File: src/rtl/axis_pkg.sv
// axis_pkg: helpers shared by the AXI4-Stream endpoints (axis_master,
// axis_slave_rx). Provides a constant-foldable clog2, the byte-strobe width
// derivation and the per-packet beat counter width.
package axis_pkg;

  localparam int BEAT_CNT_W = 16;
  localparam logic [BEAT_CNT_W-1:0] BEAT_CNT_MAX = '1;

  // Smallest r such that 2**r >= v (returns 0 for v <= 1).
  function automatic int clog2(input int v);
    int r;
    r = 0;
    for (int i = 0; i < 31; i++) begin
      if ((1 << i) < v) r = i + 1;
    end
    return r;
  endfunction

  // Number of TSTRB bits for a given TDATA width (TDATA is a whole number of bytes).
  function automatic int strb_w(input int data_w);
    return data_w / 8;
  endfunction

endpackage

File: src/rtl/axis_sync_fifo.sv
// axis_sync_fifo: first-word-fall-through synchronous FIFO.
// Ports:
//   clk, rst_n   rising-edge clock, async active-low reset
//   flush        synchronous drop of all contents (wins over push/pop)
//   push, din    write din when push && !full
//   pop          discard head when pop && !empty
//   dout         head entry, read combinationally from the registered read pointer
//   full, empty  status from the wrap-bit pointers
//   count        occupied entries
module axis_sync_fifo
  import axis_pkg::*;
#(
  parameter int WIDTH = 33,
  parameter int DEPTH = 4
) (
  input  logic                   clk,
  input  logic                   rst_n,
  input  logic                   flush,
  input  logic                   push,
  input  logic [WIDTH-1:0]       din,
  input  logic                   pop,
  output logic [WIDTH-1:0]       dout,
  output logic                   full,
  output logic                   empty,
  output logic [clog2(DEPTH):0]  count
);

  localparam int AW = clog2(DEPTH);
  localparam int PW = AW + 1;
  localparam logic [PW-1:0] ONE = 1;

  logic [PW-1:0]    wr_ptr_q, wr_ptr_d;
  logic [PW-1:0]    rd_ptr_q, rd_ptr_d;
  logic [PW-1:0]    count_q, count_d;
  logic [WIDTH-1:0] mem_q [DEPTH];

  logic do_push, do_pop;

  // Same slot index with opposite lap bits means the writer is one lap ahead.
  assign full    = (wr_ptr_q[AW-1:0] == rd_ptr_q[AW-1:0]) && (wr_ptr_q[AW] != rd_ptr_q[AW]);
  assign empty   = (wr_ptr_q == rd_ptr_q);
  assign do_push = push && !full;
  assign do_pop  = pop && !empty;
  assign dout    = mem_q[rd_ptr_q[AW-1:0]];
  assign count   = count_q;

  always_comb begin
    wr_ptr_d = wr_ptr_q;
    rd_ptr_d = rd_ptr_q;
    count_d  = count_q;
    if (flush) begin
      wr_ptr_d = '0;
      rd_ptr_d = '0;
      count_d  = '0;
    end else begin
      if (do_push) wr_ptr_d = wr_ptr_q + ONE;
      if (do_pop)  rd_ptr_d = rd_ptr_q + ONE;
      case ({do_push, do_pop})
        2'b10:   count_d = count_q + ONE;
        2'b01:   count_d = count_q - ONE;
        default: count_d = count_q;
      endcase
    end
  end

  always_ff @(posedge clk or negedge rst_n) begin
    if (!rst_n) begin
      wr_ptr_q <= '0;
      rd_ptr_q <= '0;
      count_q  <= '0;
      // Memory is reset so the head output reads a defined zero out of reset.
      for (int i = 0; i < DEPTH; i++) mem_q[i] <= '0;
    end else begin
      wr_ptr_q <= wr_ptr_d;
      rd_ptr_q <= rd_ptr_d;
      count_q  <= count_d;
      if (!flush && do_push) mem_q[wr_ptr_q[AW-1:0]] <= din;
    end
  end

endmodule

File: src/rtl/axis_slave_rx.sv
// axis_slave_rx: AXI4-Stream receive endpoint. Buffers S_AXIS beats in a
// FWFT FIFO and offers them on a valid/ready pop port.
// Ports:
//   S_AXIS_ACLK, S_AXIS_ARESETN   clock, async active-low reset
//   clear                         synchronous flush of FIFO, counters and flags
//   S_AXIS_*                      AXI4-Stream slave port (TSTRB checked, not stored)
//   TDATA_out/TLAST_out/TVALID_out, TREADY_in   pop port (pop = TVALID_out && TREADY_in)
//   fifo_count                    occupied FIFO entries
//   beat_count                    beats accepted so far in the current packet
//   pkt_done                      one-cycle pulse after a TLAST beat is accepted
//   strb_err                      sticky: an accepted beat had a partial strobe
module axis_slave_rx
  import axis_pkg::*;
#(
  parameter int FIFO_DEPTH           = 4,
  parameter int C_S_AXIS_TDATA_WIDTH = 32
) (
  input  logic                                     S_AXIS_ACLK,
  input  logic                                     S_AXIS_ARESETN,
  input  logic                                     clear,
  output logic                                     S_AXIS_TREADY,
  input  logic [C_S_AXIS_TDATA_WIDTH-1:0]          S_AXIS_TDATA,
  input  logic [strb_w(C_S_AXIS_TDATA_WIDTH)-1:0]  S_AXIS_TSTRB,
  input  logic                                     S_AXIS_TLAST,
  input  logic                                     S_AXIS_TVALID,
  output logic [C_S_AXIS_TDATA_WIDTH-1:0]          TDATA_out,
  output logic                                     TVALID_out,
  output logic                                     TLAST_out,
  input  logic                                     TREADY_in,
  output logic [clog2(FIFO_DEPTH):0]               fifo_count,
  output logic [BEAT_CNT_W-1:0]                    beat_count,
  output logic                                     pkt_done,
  output logic                                     strb_err
);

  localparam int DW = C_S_AXIS_TDATA_WIDTH;

  logic                  rx_en_q, rx_en_d;
  logic [BEAT_CNT_W-1:0] beat_count_q, beat_count_d;
  logic                  pkt_done_q, pkt_done_d;
  logic                  strb_err_q, strb_err_d;

  logic          fifo_full, fifo_empty;
  logic          push, pop;
  logic [DW:0]   fifo_dout;

  // TREADY depends only on registered state and clear, never on TREADY_in:
  // a slot freed by a pop on a full cycle is offered on the next cycle.
  assign S_AXIS_TREADY = rx_en_q && !fifo_full && !clear;
  assign push          = S_AXIS_TVALID && S_AXIS_TREADY;
  assign pop           = TVALID_out && TREADY_in;

  assign TVALID_out = !fifo_empty;
  assign TDATA_out  = fifo_dout[DW-1:0];
  assign TLAST_out  = fifo_dout[DW];

  assign beat_count = beat_count_q;
  assign pkt_done   = pkt_done_q;
  assign strb_err   = strb_err_q;

  axis_sync_fifo #(
    .WIDTH (DW + 1),
    .DEPTH (FIFO_DEPTH)
  ) u_fifo (
    .clk   (S_AXIS_ACLK),
    .rst_n (S_AXIS_ARESETN),
    .flush (clear),
    .push  (push),
    .din   ({S_AXIS_TLAST, S_AXIS_TDATA}),
    .pop   (pop),
    .dout  (fifo_dout),
    .full  (fifo_full),
    .empty (fifo_empty),
    .count (fifo_count)
  );

  always_comb begin
    rx_en_d      = 1'b1;
    beat_count_d = beat_count_q;
    pkt_done_d   = 1'b0;
    strb_err_d   = strb_err_q;
    if (clear) begin
      beat_count_d = '0;
      strb_err_d   = 1'b0;
    end else if (push) begin
      pkt_done_d = S_AXIS_TLAST;
      if (S_AXIS_TLAST)
        beat_count_d = '0;
      else if (beat_count_q != BEAT_CNT_MAX)
        beat_count_d = beat_count_q + 16'd1;
      if (S_AXIS_TSTRB != '1) strb_err_d = 1'b1;
    end
  end

  always_ff @(posedge S_AXIS_ACLK or negedge S_AXIS_ARESETN) begin
    if (!S_AXIS_ARESETN) begin
      rx_en_q      <= 1'b0;
      beat_count_q <= '0;
      pkt_done_q   <= 1'b0;
      strb_err_q   <= 1'b0;
    end else begin
      rx_en_q      <= rx_en_d;
      beat_count_q <= beat_count_d;
      pkt_done_q   <= pkt_done_d;
      strb_err_q   <= strb_err_d;
    end
  end

endmodule
File: config.mk
export PLATFORM = sky130hd
export DESIGN_NAME = axis_slave_rx
export DESIGN_NICKNAME = d
export VERILOG_FILES = /design/src/rtl/axis_pkg.sv /design/src/rtl/axis_sync_fifo.sv /design/src/rtl/axis_slave_rx.sv
export SDC_FILE = /design/constraint.sdc
export NUM_CORES = 1
export LEC_CHECK = 0
export BUFFER_PORTS_ARGS = -buffer_cell sky130_fd_sc_hd__buf_2
export CORE_UTILIZATION = 25
export CTS_CLUSTER_SIZE = 40
export DETAILED_ROUTE_END_ITERATION = 12
export PLACE_DENSITY = 0.52
export RECOVER_POWER = 100
export SKIP_CTS_REPAIR_TIMING = 1
export SYNTH_ARGS = -nofsm -noshare
export SYNTH_HDL_FRONTEND = slang
export SYNTH_SLANG_ARGS = --single-unit
export TNS_END_PERCENT = 20
File: constraint.sdc
create_clock -name S_AXIS_ACLK -period 3.8 [get_ports S_AXIS_ACLK]
set_input_delay 0 -clock S_AXIS_ACLK [delete_from_list [all_inputs] [get_ports S_AXIS_ACLK]]
set_output_delay 0 -clock S_AXIS_ACLK [all_outputs]
set_load 0.05 [all_outputs]
### Yosys cells after proc, flatten, opt, wreduce, memory -nomap -nowiden

Cells that the tools add are included.

| word-level totals | value |
|---|---|
| input bits | 42 |
| word-level logic and storage cells | 69 |
| latch bits | 0 |
| memories | 0 |
| register bits after elaboration | 160 |
| memory bits (writable) | 0 |
| memory bits (read-only) | 0 |

| operators by class | value |
|---|---|
| equality and inequality tests | 7 |
| divide/modulo/power cells | 0 |
| $mul | 0 |
| reductions and logical operators | 20 |
| multiplexer cells | 21 |
| shift operators | 0 |
| $lt $le $gt $ge | 3 |
| bitwise gates (word level) | 2 |
| add/sub/neg operators | 5 |

Operator list:

| cell | count |
|---|---|
| 132-bit bitwise mux | 1 |
| 33-bit two-way mux | 3 |
| 33-bit binary-select mux with 2-bit select | 1 |
| 33-bit demux with 2-bit select | 1 |
| 16-bit two-way mux | 4 |
| 16-bit by 1-bit adder with 16-bit output, second input constant | 1 |
| 16-bit != test, second input constant | 1 |
| 3-bit two-way mux | 5 |
| 3-bit by 1-bit adder with 3-bit output, second input constant | 3 |
| 1-bit logical AND | 9 |
| 2-bit nonzero test | 4 |
| 3-bit >= comparator, second input constant | 2 |
| 2-bit NOT with 3-bit output | 2 |
| 3-bit one-hot mux with 2 select lines | 1 |
| 3-bit nonzero test | 2 |
| 1-bit two-way mux | 5 |
| 4-bit != test, second input constant | 1 |
| 2-bit AND reduction | 2 |
| 3-bit == test | 1 |
| 1-bit zero test | 3 |
| 3-bit by 1-bit < comparator with 1-bit output, second input constant | 1 |
| 3-bit by 1-bit subtractor with 3-bit output, second input constant | 1 |
| 2-bit by 1-bit == test with 1-bit output, second input constant | 1 |
| 2-bit == test | 1 |
| other kinds (2) | 2 |

### Depth between registers and ports, before layout

Gate-level depths: netlist of run 1.

| logic depth | value |
|---|---|
| depth after elaboration | 10 |
| gate-level depth with buffers | 10 |
| gate-level depth less buffers | 8 |

### Cells and area by module

Synthesis of run 1 repeated with hierarchy kept, for this count alone.

| second synthesis, totals | value |
|---|---|
| cells, all modules | 507 |
| area total of the unflattened synthesis | 7449.6 µm² |

Modules (own cells, without submodules):

| module | cells each | instances | area each (µm²) |
|---|---|---|---|
| axis_sync_fifo | 385 | 1 | 6356.1 |
| axis_slave_rx | 122 | 1 | 1093.5 |

### Worst setup path before layout of run 1

Ideal clock, no wire load.

| path | value |
|---|---|
| kind | register to register |
| start point | register u_fifo.rd_ptr_q[1] |
| end point | register u_fifo.count_q[2], in the netlist u_fifo.count[2] |
| path buffers | 2 |
| setup time | 0.125 ns |
| setup slack | 1.343 ns |
| arrival time | 2.333 ns |
| clock period less this slack | 2.457 ns |
| stages on the path, launching flop included | 10 |
| path through | dfrtp_1 -> buf_4 -> xor2_2 -> o311a_4 -> nor2b_4 -> buf_12 -> nor2_1 -> fa_1 -> o31ai_1 -> mux2_2 |

| on the way | value |
|---|---|
| cells in the longest elaborated chain, start to end | 10 |

Ends and longest elaborated chain:

| element | RTL line | RTL |
|---|---|---|
| start, declared | axis_sync_fifo.sv:33 | `logic [PW-1:0] rd_ptr_q, rd_ptr_d;` |
| start signal, assigned | axis_sync_fifo.sv:75 | `rd_ptr_q <= rd_ptr_d;` |
| 2-bit == test | axis_sync_fifo.sv:40 | `assign full = (wr_ptr_q[AW-1:0] == rd_ptr_q[AW-1:0]) && (wr_ptr_q[AW] != rd_ptr_q[AW]);` |
| 1-bit logical AND | axis_sync_fifo.sv:40 |  |
| 1-bit zero test | axis_sync_fifo.sv:42, axis_slave_rx.sv:49 |  |
| 1-bit logical AND (2 in series) | axis_slave_rx.sv:49 | `assign S_AXIS_TREADY = rx_en_q && !fifo_full && !clear;` |
| 1-bit logical AND | axis_slave_rx.sv:50 | `assign push = S_AXIS_TVALID && S_AXIS_TREADY;` |
| 1-bit logical AND | axis_sync_fifo.sv:42 | `assign do_push = push && !full;` |
| 2-bit by 1-bit == test with 1-bit output or 2-bit == test (tied branches) | axis_sync_fifo.sv:58 | `case ({do_push, do_pop})` |
| 3-bit one-hot mux with 2 select lines | axis_sync_fifo.sv:58 |  |
| 3-bit two-way mux | axis_sync_fifo.sv:51 | `if (flush) begin` |
| end signal, assigned | axis_sync_fifo.sv:76 | `count_q <= count_d;` |
| end, declared | axis_sync_fifo.sv:34 | `logic [PW-1:0] count_q, count_d;` |

Parallel ways exist; a longest one is shown, timed or not.
A chain may end at the register's enable or synchronous reset.

### Worst setup path after layout of run 1

| path | value |
|---|---|
| start point | register u_fifo.wr_ptr_q[0] |
| end point | register u_fifo.count_q[2], in the netlist u_fifo.count[2] |

| on the way | value |
|---|---|
| cells in the longest elaborated chain, start to end | 10 |

Ends and longest elaborated chain:

| element | RTL line | RTL |
|---|---|---|
| start, declared | axis_sync_fifo.sv:32 | `logic [PW-1:0] wr_ptr_q, wr_ptr_d;` |
| start signal, assigned | axis_sync_fifo.sv:74 | `wr_ptr_q <= wr_ptr_d;` |
| 2-bit == test | axis_sync_fifo.sv:40 |  |
| 1-bit logical AND | axis_sync_fifo.sv:40 |  |
| 1-bit zero test | axis_sync_fifo.sv:42, axis_slave_rx.sv:49 |  |
| 1-bit logical AND (2 in series) | axis_slave_rx.sv:49 |  |
| 1-bit logical AND | axis_slave_rx.sv:50 |  |
| 1-bit logical AND | axis_sync_fifo.sv:42 |  |
| 2-bit by 1-bit == test with 1-bit output or 2-bit == test (tied branches) | axis_sync_fifo.sv:58 |  |
| 3-bit one-hot mux with 2 select lines | axis_sync_fifo.sv:58 |  |
| 3-bit two-way mux | axis_sync_fifo.sv:51 |  |

Parallel ways exist; a longest one is shown, timed or not.

==> results of run 1 <==
[logic make-up after synthesis]
kind of cell | synth area share [%]
AND/OR/NAND/NOR | 5.55
flip-flops | 50.4
adder cells (fa/ha/maj) | 1.20
multiplexers | 34.1
other | 0.0472
buffers and inverters | 3.88
AO/OA/AOI/OAI | 3.47
XOR/XNOR | 1.29
[flip-flops by register name, summed over array words and instances (netlist names)]
register / cells
rx_en_q: 1
u_fifo.wr_ptr_q: 3
u_fifo.rd_ptr_q: 3
beat_count: 16
u_fifo.count: 3
u_fifo.mem_q: 132
strb_err: 1
pkt_done: 1
[worst min-delay path by stage]
stage / from / end / cells past startpoint
global placement: S_AXIS_ARESETN / u_fifo.mem_q[84] / 1
CTS: S_AXIS_ARESETN / u_fifo.mem_q[84] / 1
finish: TREADY_in / u_fifo.rd_ptr_q[0] / 5
global route: TREADY_in / u_fifo.rd_ptr_q[0] / 5
detailed placement: S_AXIS_ARESETN / u_fifo.mem_q[117] / 1
floorplan: S_AXIS_ARESETN / beat_count[0] / 0
[cell usage in the layout (no fill, tap or decap), types with 10 or more instances in the layout]
| cell type | instances |
|---|---|
| buf_2 | 41 |
| clkbuf_1 | 58 |
| clkbuf_16 | 17 |
| dfrtp_1 | 158 |
| dlygate4sd3_1 | 37 |
| mux2_1 | 120 |
| mux2_2 | 13 |
| mux4_2 | 33 |
| nand2_1 | 11 |
| nand3_1 | 10 |
| nor2_1 | 24 |
| o21ai_0 | 13 |
[stage by stage]
step                      cell area [um^2]  hold slack [ns]  power, uW  worst slack (ns)
after floorplan                       7940           -0.296       3400              1.34
after global placement                8690            0.109       3740              1.07
after detailed placement              8690            0.103       3750              1.01
after CTS                             9290           -0.369       5540             0.998
after global routing                  9090            0.292       5510             0.457
final                                 9090            0.206       5240             0.680
[final cells by class]
type	instances	area (um^2)
clock inverter	12	146
sequential	160	4010
timing repair buffer	139	831
clock buffer	20	447
multi-input combinational	304	3150
tap	396	495
inverter	6	22.5
fill	3215	21800
[where the power goes]
part / switching (uW) / internal, uW / total [uW] / leakage, uW
sequential: 145 / 1980 / 2120 / 0.00209
clock: 751 / 1000 / 1750 / 0.000281
combinational: 892 / 472 / 1360 / 0.00166
[routing by layer]
metal / global-route usage (%) / routed length [um] / up-vias
met5: 0 / 0 / -
met4: 3.73 / 214 / 0
met3: 3.64 / 629 / 15
met2: 17.3 / 7880 / 82
met1: 15.7 / 8810 / 2362
li1: - / - / 2088
[critical path: stages (launching register included)]
cell	delay, ns
dfrtp_1	0.44
xor2_1	0.27
o311a_1	0.59
nor2b_4	0.58
nor2_1	0.10
fa_1	0.40
o31ai_1	0.27
mux2_2	0.36
==> impl_metrics.csv, run 1 <==
group,metric,value,unit
worst_setup_path,r2r_cells,7,
global_routing,gr-total-overflow,0,
floorplanning,die-area,32500,um^2
detailed_routing,drt_wl_total,17.5,mm
clock_tree,cts.sinks,160,
sta,finalHoldViolCount,0,
global_routing,grt_pass1_vias,4777,
worst_setup_path,endpoint,"u_fifo.count[2]",
floorplanning,initial_utilization,25.7,%
synth,ys_top_cells_by_area,"dfrtp_1 (50%), mux2_4 (23%), mux4_2 (9.4%), mux2_2 (1.8%), buf_8 (1.7%)",
power_and_ir_drop,irDropWorstVdd,0.318,mV
detailed_routing,vias,4547,
cells_and_area,post-route-util,29.4,%
global_routing,grt_max_degree,82,
worst_setup_path,r2r_start,"u_fifo.wr_ptr_q[0]",
cells_and_area,synthToLayoutAreaGrowth,14.5,%
synth,synth_cell_types,48,
cells_and_area,nets,677,
sta,fin_skew,0.00740,ns
synth,yosysTopAreaCell,"dfrtp_1",
detailed_routing,drc_errors,0,
synth,syn-cell-area,7940,um^2
place,dpl.cell_count,968,
sta,period_minus_slack,3.12,ns
global_routing,grt_use_total,11.5,%
power_and_ir_drop,power.density,576,nW/um^2
clock_tree,clock-root-buffer,"clkbuf_16",
sta,rsz0062_at_grt,"false",
place,port_buffers,97,
clock_tree,h-tree-depth,4,
worst_setup_path,r2r_slack,0.68,ns
worst_setup_path,critPathKind,"flop to flop",
clock_tree,clkSlewWorstSetupHoldPaths,0.06,ns
power_and_ir_drop,power.leakage,0.00403,uW
floorplanning,fp.dieW,180,um
floorplanning,std_cell_rows,64,
outcome,violations,"capacitance limit, slew limit",
worst_setup_path,crit_path_end_kind,"flop",
global_routing,antenna_found_initial,0,
worst_setup_path,crit_start,"u_fifo.wr_ptr_q[0]",
cells_and_area,layout-drive-gt1-share,20.9,%
synth,synth_warnings,0,
detailed_routing,final_antenna_net_count,0,
place,place.gp.congestion,0.744,
worst_hold_path,hold_path.class,"input port to flop",
sta,timing.fmax,320,MHz
worst_setup_path,cp_data_arrival_time,3.43,ns
synth,synth_most_common_cell,"dfrtp_1",
synth,synth_common_cells,"dfrtp_1 (160), mux2_4 (120), mux4_2 (33), nor2_1 (24)",
synth,synth_top_cell_area_share,50.4,%
cells_and_area,num_antenna_cells,0,
synth,synthesis.nets,546,
synth,syn_inst,497,
sta,drv_slew,80,
synth,seq_area_frac_synth,50.4,%
clock_tree,clk_latency,0.43,ns
sta,fin_crit_sh,82.1,%
sta,setup_viol,0,
floorplanning,coreArea,30900,um^2
synth,synth_edf_count,0,
job,drv_cap,1,
worst_setup_path,critPathRequiredTime,4.11,ns
global_routing,grt_pass1_wl,28.8,mm
outcome,status,"finished, violations left",
detailed_routing,via_per_inst,4.38,
clock_tree,numCtsBuffers,17,
cells_and_area,finalNonFillerCells,1037,
sta,maxSlewHeadroom,-35.9,%
sta,setup_tns,0,ns
detailed_routing,drt_iter0_drc,189,
synth,ys_ff_latch,160,
worst_setup_path,cp-start-kind,"flop",
clock_tree,ctsLongestPathBuffers,2,
floorplanning,ios,98,
worst_setup_path,r2r_end,"u_fifo.count[2]",
sta,tightest_slew,2.04,ns
worst_setup_path,worstPathMaxFanout,15,
detailed_routing,post_drt_wl_per_cell,16.9,um
synth,synth_top_flop_cell,"dfrtp_1",
synth,async_flop_share,100,%
clock_tree,cts_tree,"built",
place,place_hpwl,10.8,mm
detailed_routing,dr.pass1.iters,4,
floorplanning,die_h,180,um
synth,syn_avg_cell_area,16.0,um^2
Power figures use the tool's default switching activity.
==> run 2, diff against run 1 <==
Settings changed: PLACE_DENSITY 0.52 to 0.53.
Clock period 3.8 ns to 2.55 ns, I/O delays scaled along.
==> run 2 against run 1 <==
The run still ends with capacitance limit, slew limit left. Global-route usage fell by 0.092 points. Flip-flop and latch count did not move. Clock-buffer cell count rose by 1. Combinational power rose by 53%. Largest cell class unchanged. Largest power group unchanged.
==> impl_metrics.csv, run 2 (synthesized netlist as in run 1, its figures left out) <==
group,metric,value,unit
clock_tree,clock-root-buffer,"clkbuf_16",
clock_tree,cts_tree,"built",
floorplanning,initial_utilization,25.7,%
power_and_ir_drop,power.leakage,0.00418,uW
power_and_ir_drop,irDropWorstVdd,0.431,mV
worst_hold_path,whs_endpoint,"u_fifo.rd_ptr_q[0]",
clock_tree,ctsLongestPathBuffers,2,
detailed_routing,final_antenna_net_count,0,
global_routing,antenna_found_initial,0,
worst_setup_path,crit_path_end_kind,"primary output",
detailed_routing,drt_wl_total,17.5,mm
worst_setup_path,cp_data_arrival_time,2.36,ns
power_and_ir_drop,power.density,849,nW/um^2
global_routing,grt_pass1_vias,4757,
clock_tree,cts.sinks,160,
cells_and_area,multi_input_comb_area,3180,um^2
sta,fin_skew,0.00963,ns
clock_tree,clkSlewWorstSetupHoldPaths,0.06,ns
sta,fin_crit_sh,92.4,%
place,place_hpwl,10.8,mm
global_routing,grt_pass1_wl,28.3,mm
sta,finalHoldViolCount,0,
place,place.gp.congestion,0.735,
cells_and_area,num_antenna_cells,0,
global_routing,gr-total-overflow,0,
worst_setup_path,critPathRequiredTime,2.55,ns
cells_and_area,nets,686,
clock_tree,h-tree-depth,4,
cells_and_area,register_area,4010,um^2
worst_setup_path,cp-start-kind,"flop",
sta,period_minus_slack,2.36,ns
cells_and_area,final_cell_mix,"dfrtp_1 (158), mux2_1 (116), buf_2 (40)",
global_routing,grt_use_total,11.4,%
worst_hold_path,hold_path.class,"input port to flop",
cells_and_area,layout-drive-gt1-share,28.0,%
outcome,violations,"capacitance limit, slew limit",
sta,setup_tns,0,ns
floorplanning,die-area,32500,um^2
worst_setup_path,worstPathMaxFanout,35,
sta,fin_ws,0.194,ns
cells_and_area,regMostFlops,"u_fifo.mem_q",
floorplanning,die_h,180,um
detailed_routing,drt_iter0_drc,176,
floorplanning,fp.dieW,180,um
place,port_buffers,97,
detailed_routing,vias,4579,
sta,timing.fmax,424,MHz
worst_setup_path,r2r_end,"strb_err",
floorplanning,std_cell_rows,64,
cells_and_area,largest_reg_flops,132,
worst_setup_path,critPathKind,"flop to primary output",
detailed_routing,dr.pass1.iters,4,
job,drv_cap,1,
sta,tightest_slew,1.79,ns
cells_and_area,synthToLayoutAreaGrowth,16.3,%
place,dpl.cell_count,976,
floorplanning,coreArea,30900,um^2
outcome,status,"finished, violations left",
clock_tree,clk_latency,0.42,ns
worst_setup_path,r2r_start,"u_fifo.wr_ptr_q[0]",
global_routing,grt_max_degree,67,
cells_and_area,layout_commonest_cell,"dfrtp_1",
worst_hold_path,min_path_cells,5,
worst_setup_path,crit_start,"u_fifo.rd_ptr_q[0]",
cells_and_area,nFillCells,3217,
sta,drv_slew,66,
power_and_ir_drop,finalPower,7840,uW
cells_and_area,finalNonFillerCells,1046,
floorplanning,ios,98,
detailed_routing,via_per_inst,4.38,
worst_setup_path,r2r_slack,0.25,ns
clock_tree,numCtsBuffers,17,
sta,rsz0062_at_grt,"false",
detailed_routing,post_drt_wl_per_cell,16.7,um
worst_hold_path,min-delay-start,"TREADY_in",
place,preCtsSetupSlack,0.276,ns
detailed_routing,drc_errors,0,
sta,maxSlewHeadroom,-19.6,%
worst_setup_path,r2r_cells,6,
sta,setup_viol,0,
-- run 2: changes by cell type in the layout (fill, tap and decap cells not counted), moves of 2 or more --
cell,change
clkinv_4,+2
clkbuf_2,+34
buf_4,+6
mux2_1,-4
mux2_4,+4
inv_6,-3
xor2_1,-2
xor2_2,+2
clkbuf_1,-31
-- run 2: final cells by class --
| class | count | share of cell area [%] |
|---|---|---|
| Inverter | 6 | 0.244 |
| Timing Repair Buffer | 148 | 10.1 |
| Clock buffer | 21 | 4.99 |
| Tap cell | 396 | 5.37 |
| Clock inverter | 11 | 1.42 |
| Multi-Input combinational cell | 304 | 34.5 |
| Sequential cell | 160 | 43.4 |
-- run 2: per-layer routing --
metal	GRT usage, %	wire length (um)	vias up
met5	0	0	-
met4	4.03	181	0
met3	2.99	647	10
met2	17.9	8290	88
met1	15.2	8350	2368
li1	-	-	2113
-- run 2: through the flow --
step | hold WS [ns] | util, % | area, um^2
CTS | -0.413 | 30.2 | 9350
detailed placement | 0.0554 | 28.3 | 8750
finish | 0.201 | 29.9 | 9230
global route | 0.229 | 29.9 | 9230
global placement | 0.0551 | 28.3 | 8750
floorplan | -0.296 | - | 7940
-- run 2: power breakdown --
| part | switching (uW) | internal [uW] | total (uW) |
|---|---|---|---|
| combinational | 1320 | 765 | 2080 |
| clock | 1090 | 1500 | 2590 |
| sequential | 223 | 2950 | 3170 |
-- run 2: worst max path at each step --
stage / end / slack, ns
global placement: u_fifo.mem_q[2] / 0.31
CTS: TDATA_out[3] / 0.12
floorplan: u_fifo.count[2] / 0.09
finish: TDATA_out[1] / 0.19
global route: TDATA_out[1] / 0.05
detailed placement: u_fifo.count[2] / 0.28
-- run 2: worst max-delay path, stage by stage, from the launching register on --
cell      delay [ns]
dfrtp_2         0.38
buf_4           0.63
mux4_2          0.63
clkbuf_2        0.26
==> run 3, diff against run 2 <==
Settings changed: ABC_AREA set to 1, CELL_PAD_IN_SITES_DETAIL_PLACEMENT set to 1, CELL_PAD_IN_SITES_GLOBAL_PLACEMENT set to 1, PLACE_DENSITY 0.53 to 0.64.
==> run 3 against run 2 <==
The flow still finishes with violations (capacitance limit, slew limit). Sequential share of layout area down 1.5 points. Die area down 2.4%. Cell area up 3.6%. First-iteration DRC count up 98%. Combinational power up 13%. Sequential power about the same. Clock power up 2%. Via count up 56%. Wire length up 48%. Setup slack worse by 0.032 ns. Power up 4.5%. Register-to-register slack worse by 0.06 ns.
==> impl_metrics.csv, run 3 <==
group,metric,value,unit
outcome,status,"finished, violations left",
outcome,violations,"capacitance limit, slew limit",
synth,syn_inst,1002,
synth,synth_cell_types,30,
synth,synth_most_common_cell,"nand2_1",
worst_setup_path,cp_data_arrival_time,2.39,ns
power_and_ir_drop,p_clk_share,32.4,%
clock_tree,clock-root-buffer,"clkbuf_16",
sta,period_minus_slack,2.39,ns
power_and_ir_drop,combPwrFrac,28.7,%
power_and_ir_drop,power_report.internal_total,5180,uW
worst_setup_path,cp-start-kind,"flop",
synth,async_flop_share,100,%
synth,synth_top_flop_cell,"dfrtp_1",
sta,maxSlewHeadroom,-0.715,%
place,place_hpwl,15.7,mm
cells_and_area,num_antenna_cells,0,
detailed_routing,drt_iter0_drc,348,
detailed_routing,drc_errors,0,
sta,timing.fmax,419,MHz
synth,yosysTopAreaCell,"dfrtp_1",
place,port_buffers,97,
cells_and_area,nets,1167,
power_and_ir_drop,switching_power,3010,uW
power_and_ir_drop,p_seq_share,38.9,%
global_routing,grt_pass1_vias,7587,
sta,fin_skew,0.00667,ns
worst_setup_path,r2r_cells,10,
synth,syn-cell-area,7750,um^2
worst_hold_path,min_path_cells,5,
worst_setup_path,path_cells,"inv_2 -> buf_4 -> o21ai_0 -> o22ai_1 -> buf_2",
cells_and_area,fin_area,9560,um^2
sta,drv_slew,55,
clock_tree,cts_tree,"built",
global_routing,grt_use_total,17.2,%
sta,setup_viol,0,
detailed_routing,dr.pass1.iters,4,
global_routing,grt_pass1_wl,41.6,mm
synth,ys_top_cells_by_area,"dfrtp_1 (52%), nand2_1 (18%), o21ai_0 (6.5%), o21ai_1 (5.6%), nor2_1 (4.4%)",
global_routing,antenna_found_initial,0,
synth,synthesis.nets,1051,
floorplanning,std_cell_rows,64,
clock_tree,clk_latency,0.43,ns
clock_tree,numCtsBuffers,17,
synth,synth_top_cell_area_share,51.7,%
synth,ys_ff_latch,160,
synth,synth_warnings,0,
floorplanning,die-area,31700,um^2
cells_and_area,layout-drive-gt1-share,11.6,%
detailed_routing,post_drt_wl_per_cell,16.9,um
detailed_routing,final_antenna_net_count,0,
clock_tree,h-tree-depth,4,
place,preCtsSetupSlack,0.391,ns
clock_tree,cts.sinks,160,
synth,seq_area_frac_synth,51.7,%
floorplanning,coreArea,30500,um^2
worst_setup_path,critPathRequiredTime,2.55,ns
power_and_ir_drop,p_sw_share,36.8,%
sta,finalHoldViolCount,0,
synth,synth_common_cells,"nand2_1 (377), dfrtp_1 (160), o21ai_0 (100), nor2_1 (91), o21ai_1 (87)",
job,drv_cap,1,
worst_setup_path,slowest_delay,0.62,ns
power_and_ir_drop,irDropWorstVdd,0.490,mV
detailed_routing,drt_wl_total,25.8,mm
place,place.gp.congestion,0.724,
global_routing,gr-total-overflow,0,
place,place_area,8690,um^2
cells_and_area,synthToLayoutAreaGrowth,23.4,%
floorplanning,ios,98,
synth,syn_avg_cell_area,7.74,um^2
global_routing,grt_max_degree,69,
sta,rsz0062_at_grt,"false",
worst_setup_path,crit_path_end_kind,"primary output",
worst_hold_path,hold_path.class,"input port to flop",
clock_tree,ctsLongestPathBuffers,2,
sta,tightest_slew,1.51,ns
detailed_routing,via_per_inst,4.69,
cells_and_area,regMostFlops,"u_fifo.mem_q",
clock_tree,clkSlewWorstSetupHoldPaths,0.06,ns
sta,fin_ws,0.162,ns
cells_and_area,layout_commonest_cell,"nand2_1",
power_and_ir_drop,power.leakage,0.00471,uW
detailed_routing,vias,7154,
worst_setup_path,worst_path_max_delay_cell,"buf_4",
cells_and_area,largest_reg_flops,132,
floorplanning,die_h,178,um
synth,synth_edf_count,0,
floorplanning,fp.dieW,178,um
worst_setup_path,worstPathMaxFanout,68,
cells_and_area,final_cell_mix,"nand2_1 (377), dfrtp_1 (159), o21ai_0 (107)",
sta,fin_crit_sh,93.7,%
floorplanning,initial_utilization,25.4,%
sta,setup_tns,0,ns
worst_setup_path,critPathKind,"flop to primary output",
power_and_ir_drop,power.density,856,nW/um^2
[run 3: final cells by class]
cell class / count / area (um^2)
fill: 3720 / 20900
sequential: 160 / 4010
multi-input combinational: 751 / 3340
timing repair buffer: 158 / 1020
tap: 396 / 495
clock buffer: 25 / 485
inverter: 30 / 114
clock inverter: 6 / 105
[run 3: power groups by stage]
stage | Sequential [uW] | Clock [uW] | Combinational [uW]
after global placement | 3210 | 0 | 2330
after global routing | 3240 | 2830 | 2590
after detailed placement | 3230 | 0 | 2360
after CTS | 3190 | 2720 | 2370
after floorplan | 3240 | 0 | 1610
final | 3190 | 2650 | 2350
[run 3: worst max-delay path, delay by kind of cell, from the launching register on]
kind | cells | cell delay [ns]
AO/OA/AOI/OAI | 2 | 0.46
buffers and inverters | 3 | 1.01
flip-flops | 1 | 0.43
[run 3: worst paths after layout]
kind                                         start                 end  slack [ns]
worst max-delay path            u_fifo.rd_ptr_q[0]       TDATA_out[25]        0.16
worst max register to register  u_fifo.wr_ptr_q[0]   u_fifo.mem_q[114]        0.19
worst min-delay path                 S_AXIS_TVALID  u_fifo.wr_ptr_q[1]        0.02
worst min register to register    u_fifo.mem_q[89]    u_fifo.mem_q[89]        0.47
min in group asynchronous           S_AXIS_ARESETN   u_fifo.mem_q[129]        0.47
max in group asynchronous           S_AXIS_ARESETN    u_fifo.mem_q[31]        0.65
[run 3: logic make-up (layout without fill, tap and decap cells)]
group	after synthesis	count (layout)	synth area share [%]
and+or+nand+nor	513	513	26.2
AOI/OAI and AO/OA	228	228	15.5
DFF	160	160	51.7
buffers and inverters	91	219	5.10
adders and majority gates	7	7	1.23
xor gates and xnor gates	2	2	0.226
other	1	1	0.0484
[run 3: metrics by stage]
| step | utilization [%] | instances | power, uW | hold WS [ns] |
|---|---|---|---|---|
| floorplan | - | 1002 | 4850 | -0.296 |
| global placement | 28.5 | 1458 | 5550 | 0.0117 |
| detailed placement | 28.5 | 1458 | 5600 | 0.0146 |
| CTS | 30.4 | 1489 | 8280 | -0.447 |
| global route | 31.3 | 1526 | 8650 | 0.0435 |
| finish | 31.3 | 1526 | 8190 | 0.0173 |
[run 3: routing by layer]
metal	part of all wire, %	vias to the layer above	global-route usage, %
met2	49	83	29.8
met3	3.2	23	3.79
met1	46	3550	21.0
met5	0	-	0
li1	-	3498	-
met4	1.4	0	5.45
